`src/rtl/divby_pkg.sv`:
```
// divby_pkg: shared state encoding and constant helpers for the serial
// divisibility engine and its stream scheduler.
package divby_pkg;

    typedef enum logic [1:0] {
        IDLE  = 2'd0,
        SHIFT = 2'd1,
        DONE  = 2'd2
    } state_t;

    // Ceiling log2 for elaboration-time width derivation; clog2(1) = 0.
    function automatic int unsigned clog2(input int unsigned v);
        int unsigned r;
        int unsigned p;
        r = 0;
        p = 1;
        while (p < v) begin
            p = p << 1;
            r = r + 1;
        end
        return r;
    endfunction

endpackage

```
`src/rtl/divby_mod_fsm.sv`:
```
// divby_mod_fsm: serial MSB-first remainder engine, rem <= (2*rem + din) mod DIVISOR.
// Holds when en=0, clears when clr=1; also used standalone by the divisibility detectors.
module divby_mod_fsm
    import divby_pkg::*;
#(
    parameter  int unsigned DIVISOR = 4,
    localparam int unsigned RW      = clog2(DIVISOR)
) (
    input  logic          clk,
    input  logic          rst,
    input  logic          clr,
    input  logic          en,
    input  logic          din,
    output logic [RW-1:0] rem
);

    logic [RW:0]   dbl;
    logic [RW-1:0] rem_next;

    // Since rem < DIVISOR, 2*rem+din < 2*DIVISOR, so one conditional subtract suffices.
    always_comb begin
        dbl      = {rem, din};
        rem_next = dbl[RW-1:0];
        if (dbl >= (RW+1)'(DIVISOR)) begin
            rem_next = RW'(dbl - (RW+1)'(DIVISOR));
        end
    end

    // Remainder register: clear has priority over shifting.
    always_ff @(posedge clk) begin
        if (rst) begin
            rem <= '0;
        end else if (clr) begin
            rem <= '0;
        end else if (en) begin
            rem <= rem_next;
        end
    end

endmodule

```
`src/rtl/divby_stream_sched.sv`:
```
// divby_stream_sched: arbitrates NREQ word requesters onto one serial
// mod-DIVISOR engine and returns id/remainder/divisible on a valid/ready port.
// DIVBY_RR_ARB_EN selects round-robin arbitration; default is fixed priority
// (lowest asserted index wins).
module divby_stream_sched
    import divby_pkg::*;
#(
    parameter  int unsigned NREQ    = 4,
    parameter  int unsigned WIDTH   = 8,
    parameter  int unsigned DIVISOR = 4,
    localparam int unsigned RW      = clog2(DIVISOR),
    localparam int unsigned IDW     = clog2(NREQ)
) (
    input  logic                    clk,
    input  logic                    rst,
    input  logic [NREQ-1:0]         req_valid,
    input  logic [NREQ*WIDTH-1:0]   req_data,
    output logic [NREQ-1:0]         req_ready,
    output logic                    res_valid,
    input  logic                    res_ready,
    output logic [IDW-1:0]          res_id,
    output logic [RW-1:0]           res_rem,
    output logic                    res_divisible,
    output logic                    busy
);

    localparam int unsigned CW = clog2(WIDTH);

    state_t           state;
    state_t           state_next;
    logic             accept;
    logic [IDW-1:0]   grant;
    logic [WIDTH-1:0] sreg;
    logic [CW-1:0]    cnt;
    logic [RW-1:0]    rem;
    logic [WIDTH-1:0] words [NREQ];

    for (genvar i = 0; i < NREQ; i++) begin : g_words
        assign words[i] = req_data[i*WIDTH +: WIDTH];
    end

`ifdef DIVBY_RR_ARB_EN
    logic [IDW-1:0] rr_ptr;
    int unsigned    idx;
    logic           found;

    // Round-robin grant: first asserted requester at or after rr_ptr.
    always_comb begin
        grant = '0;
        idx   = 0;
        found = 1'b0;
        for (int unsigned k = 0; k < NREQ; k++) begin
            idx = 32'(rr_ptr) + k;
            if (idx >= NREQ) begin
                idx = idx - NREQ;
            end
            if (!found && req_valid[IDW'(idx)]) begin
                grant = IDW'(idx);
                found = 1'b1;
            end
        end
    end

    // Pointer moves just past the requester that was served.
    always_ff @(posedge clk) begin
        if (rst) begin
            rr_ptr <= '0;
        end else if (accept) begin
            rr_ptr <= (32'(grant) == NREQ - 1) ? '0 : grant + 1'b1;
        end
    end
`else
    // Fixed-priority grant: lowest asserted index wins.
    always_comb begin
        grant = '0;
        for (int k = NREQ - 1; k >= 0; k--) begin
            if (req_valid[IDW'(k)]) begin
                grant = IDW'(k);
            end
        end
    end
`endif

    // State register.
    always_ff @(posedge clk) begin
        if (rst) begin
            state <= IDLE;
        end else begin
            state <= state_next;
        end
    end

    // Next-state, accept and one-hot ready; nothing is accepted while reset is held.
    always_comb begin
        state_next = state;
        accept     = 1'b0;
        req_ready  = '0;
        case (state)
            IDLE: begin
                if (!rst && (|req_valid)) begin
                    accept           = 1'b1;
                    req_ready[grant] = 1'b1;
                    state_next       = SHIFT;
                end
            end
            SHIFT: begin
                if (cnt == CW'(WIDTH - 1)) begin
                    state_next = DONE;
                end
            end
            DONE: begin
                if (res_ready) begin
                    state_next = IDLE;
                end
            end
            default: state_next = IDLE;
        endcase
    end

    // Word capture, MSB-first shifting, bit count and result flags.
    always_ff @(posedge clk) begin
        if (rst) begin
            sreg      <= '0;
            cnt       <= '0;
            res_id    <= '0;
            res_valid <= 1'b0;
            busy      <= 1'b0;
        end else begin
            res_valid <= (state_next == DONE);
            busy      <= (state_next != IDLE);
            if (accept) begin
                sreg   <= words[grant];
                res_id <= grant;
                cnt    <= '0;
            end else if (state == SHIFT) begin
                sreg <= {sreg[WIDTH-2:0], 1'b0};
                cnt  <= cnt + 1'b1;
            end
        end
    end

    divby_mod_fsm #(
        .DIVISOR (DIVISOR)
    ) u_mod_fsm (
        .clk (clk),
        .rst (rst),
        .clr (accept),
        .en  (state == SHIFT),
        .din (sreg[WIDTH-1]),
        .rem (rem)
    );

    // The engine register holds its final value through DONE; the flag is only asserted with a result.
    assign res_rem       = rem;
    assign res_divisible = res_valid & (rem == '0);

endmodule

```
`config.mk`:
```
export PLATFORM = sky130hd
export DESIGN_NAME = divby_stream_sched
export DESIGN_NICKNAME = d
export VERILOG_FILES = /design/src/rtl/divby_pkg.sv /design/src/rtl/divby_mod_fsm.sv /design/src/rtl/divby_stream_sched.sv
export SDC_FILE = /design/constraint.sdc
export NUM_CORES = 1
export LEC_CHECK = 0
export BUFFER_PORTS_ARGS = -buffer_cell sky130_fd_sc_hd__buf_4
export CAP_MARGIN = 0
export CORE_MARGIN = 5
export CORE_UTILIZATION = 43
export DETAILED_ROUTE_END_ITERATION = 10
export PLACE_DENSITY_LB_ADDON = 0.05
export SLEW_MARGIN = 20
export SYNTH_ARGS = -nofsm -noshare
export SYNTH_HDL_FRONTEND = slang
export SYNTH_SLANG_ARGS = --single-unit
```
`constraint.sdc`:
```
create_clock -name clk -period 1.6 [get_ports clk]
set_clock_uncertainty 0.05 [all_clocks]
set_input_delay 0.32 -clock clk [delete_from_list [all_inputs] [get_ports clk]]
set_output_delay 0.32 -clock clk [all_outputs]
set_load 0.01 [all_outputs]
```
==> reports/qor.yml <==
status: "complete, but fails checks"
violations: "negative setup slack"
place.detailed.hpwl_microns: 1620
synth_edf_count: 0
place.gp.congestion: 0.721
root_buffer: "clkbuf_4"
netlist_instances: 106
drcViolationCount: 0
dr_total_vias: 888
syn_area_per_cell_sq_um: 8.90
crit_path_end_kind: "output pin"
area_delta_synth_final_pct: 37.3
multi_input_comb_area_sq_um: 546
hold-path-endpoint: "state[1]"
ir_worst_vdd_mv: 0.353
clock_sinks: 18
setup_viol: 1
r2r_end: "sreg[2]"
worst_slack_ps: -4.32
layout-drive-gt1-share: 0.393
path_max_fanout: 2
grt_overflow: 0
clk_latency_ps: 280
crit_slowest_cell: "or4_4"
drt_pass1_iterations: 4
period_minus_slack_ps: 1600
die_w_microns: 56.8
drt-initial-drc-count: 23
synthesis.area_sq_um: 943
slew_viol_final: 0
ys_types: 35
hp-class: "in -> reg"
wire_per_inst_microns: 13.3
p_per_area_nw_per_um2: 730
layout.cells.non_filler: 168
async_flop_share: 0
yosysMostFrequentCell: "dfxtp_1"
grtUsageMet1: 0.175
rsz0062_at_grt: "yes"
cts_tree: "built"
met2_usage: 0.238
nFillCells: 208
seq_area_frac_synth: 0.382
worstHoldStart: "res_ready"
yosys_register_bits: 18
rows: 17
synth_top_area_frac: 0.382
timing.rr.start: "state[0]"
ctsHoldBuffers: 0
ys_warn_count: 0
grt_pass1_wl_microns: 3630
placed_cells: 163
ant_nets: 0
cap_violations: 0
fin_crit_sh: 1.00
min_path_cells: 4
regArea_sq_um: 363
holdWs_ps: 274
setup.worst_path.start_class: "input port"
grt_max_degree: 25
track_usage: 0.140
via_per_inst: 5.29
maxClockFrequency_mhz: 623
total_power_uw: 946
worst_path_largest_cell_delay_ps: 550
crit_arrival_ps: 1230
die_h_microns: 56.8
initial_core_util: 0.439
cp_data_required_time_ps: 1230
finalHoldViolCount: 0
synth_common_cells: "18 x dfxtp_1, 14 x nand2_1, 6 x a2111oi_0, 6 x a311oi_1"
synthFlopType: "dfxtp_1"
nets: 182
routed_wl_microns: 2230
path_clk_slew_ps: 100
post-place-ws_ps: -34.0
antennaDiodeCount: 0
die_area_sq_um: 3230
power_leakage_uw: 0.000542
grt_pass1_vias: 847
rr_worst_depth: 3
rrSetupSlack_ps: 120
antenna_found_initial: 0
busiest_layer: "met2"
port_buffers: 30
cp_cell_sequence: "buf_6, or4_4, nand2_4, nor3_2, buf_4"
grt_util_met3: 0.0253
core_sq_um: 2150
cts_buffers: 3
synth_top_area_cell: "dfxtp_1"
h-tree-depth: 1
io_pins: 50
cts.path.max_buffers: 2
criticalPathCategory: "in -> out"
ys_top_cells_by_area: "dfxtp_1 38%, nand2_1 5.6%, a2111oi_0 5.6%, a311oi_1 5.6%, and2b_1 4.0%"
-- state kept, by name, indices dropped and copies added (netlist names) --
register       cells
busy               1
cnt                3
res_id             1
res_valid          1
sreg               8
state              2
u_mod_fsm.rem      2
-- cell families (layout without fill, tap and decap cells) --
| kind of cell | count (synthesis) | after routing | synth area share |
|---|---|---|---|
| AOI/OAI and AO/OA | 29 | 29 | 0.233 |
| adders and majority gates | 2 | 2 | 0.0265 |
| buffers and inverters | 14 | 46 | 0.0796 |
| DFF | 18 | 18 | 0.382 |
| muxes | 2 | 2 | 0.0225 |
| other | 1 | 3 | 0.00397 |
| and+or+nand+nor | 40 | 40 | 0.252 |
-- per-stage QoR --
step	area, sq um	utilization	setup TNS, ps
floorplan	951	-	0
global placement	1210	0.564	-30.9
detailed placement	1210	0.564	-34.0
CTS	1270	0.593	-19.7
global route	1290	0.603	-29.1
finish	1290	0.603	-4.32
-- where the power goes --
part	internal (uW)	switching, uW	total (uW)
Combinational	99.3	80.8	180
Clock	138	135	273
Sequential	474	17.9	492
Total	712	234	946
-- how the worst max path moves through the flow --
| stage | start | to | slack [ps] | cells past startpoint |
|---|---|---|---|---|
| 2_1_floorplan | req_valid[0] | req_ready[1] | 30 | 4 |
| 3_3_place_gp | req_valid[0] | req_ready[1] | -30 | 5 |
| 4_1_cts | req_valid[3] | req_ready[1] | -20 | 5 |
| 5_1_grt | req_valid[3] | req_ready[1] | -30 | 5 |
| 6_report | req_valid[3] | req_ready[1] | -4 | 5 |
| 3_5_place_dp | req_valid[0] | req_ready[1] | -30 | 5 |
-- routing by layer --
layer,share of wire,wire length [microns]
met5,0,0
met3,0.052,116
met2,0.49,1100
met4,0.0063,14
met1,0.45,997
-- placed cells by master, fill, tap and decap left out, drive strengths merged --
master and instances:
and2b 5, mux2i 1, nor2 4, nand2b 5, o211ai 1, o21ai 3, a311oi 6, dfxtp 18
o32ai 2, or4 1, nand2 15, nand3b 3, a2111oi 7, ha 2, a32oi 1, mux2 1
nor2b 2, buf 40, a211oi 2, a21oi 6, nor4 1, nor3b 1, conb 3, inv 2
nor3 1, or2 1, clkbuf 4, a21o 1, nor4b 1
-- worst max-delay path: cells and delay by family --
family	cells	cell delay [ps]
buf+inv	2	240
simple gates	3	680
-- layout make-up --
type | instances | share of cell area
Clock buffer | 4 | 0.0280
Inverter | 2 | 0.00580
Multi-Input combinational cell | 76 | 0.421
Sequential cell | 18 | 0.280
Tap cell | 28 | 0.0271
Timing Repair Buffer | 40 | 0.238
-- repair_timing --
item	in CTS	in global routing
resized for setup	5	8
setup endpoints to repair	1	7
buffers inserted	1	0
pin swaps	4	1
(Power assumes the default switching activity.)
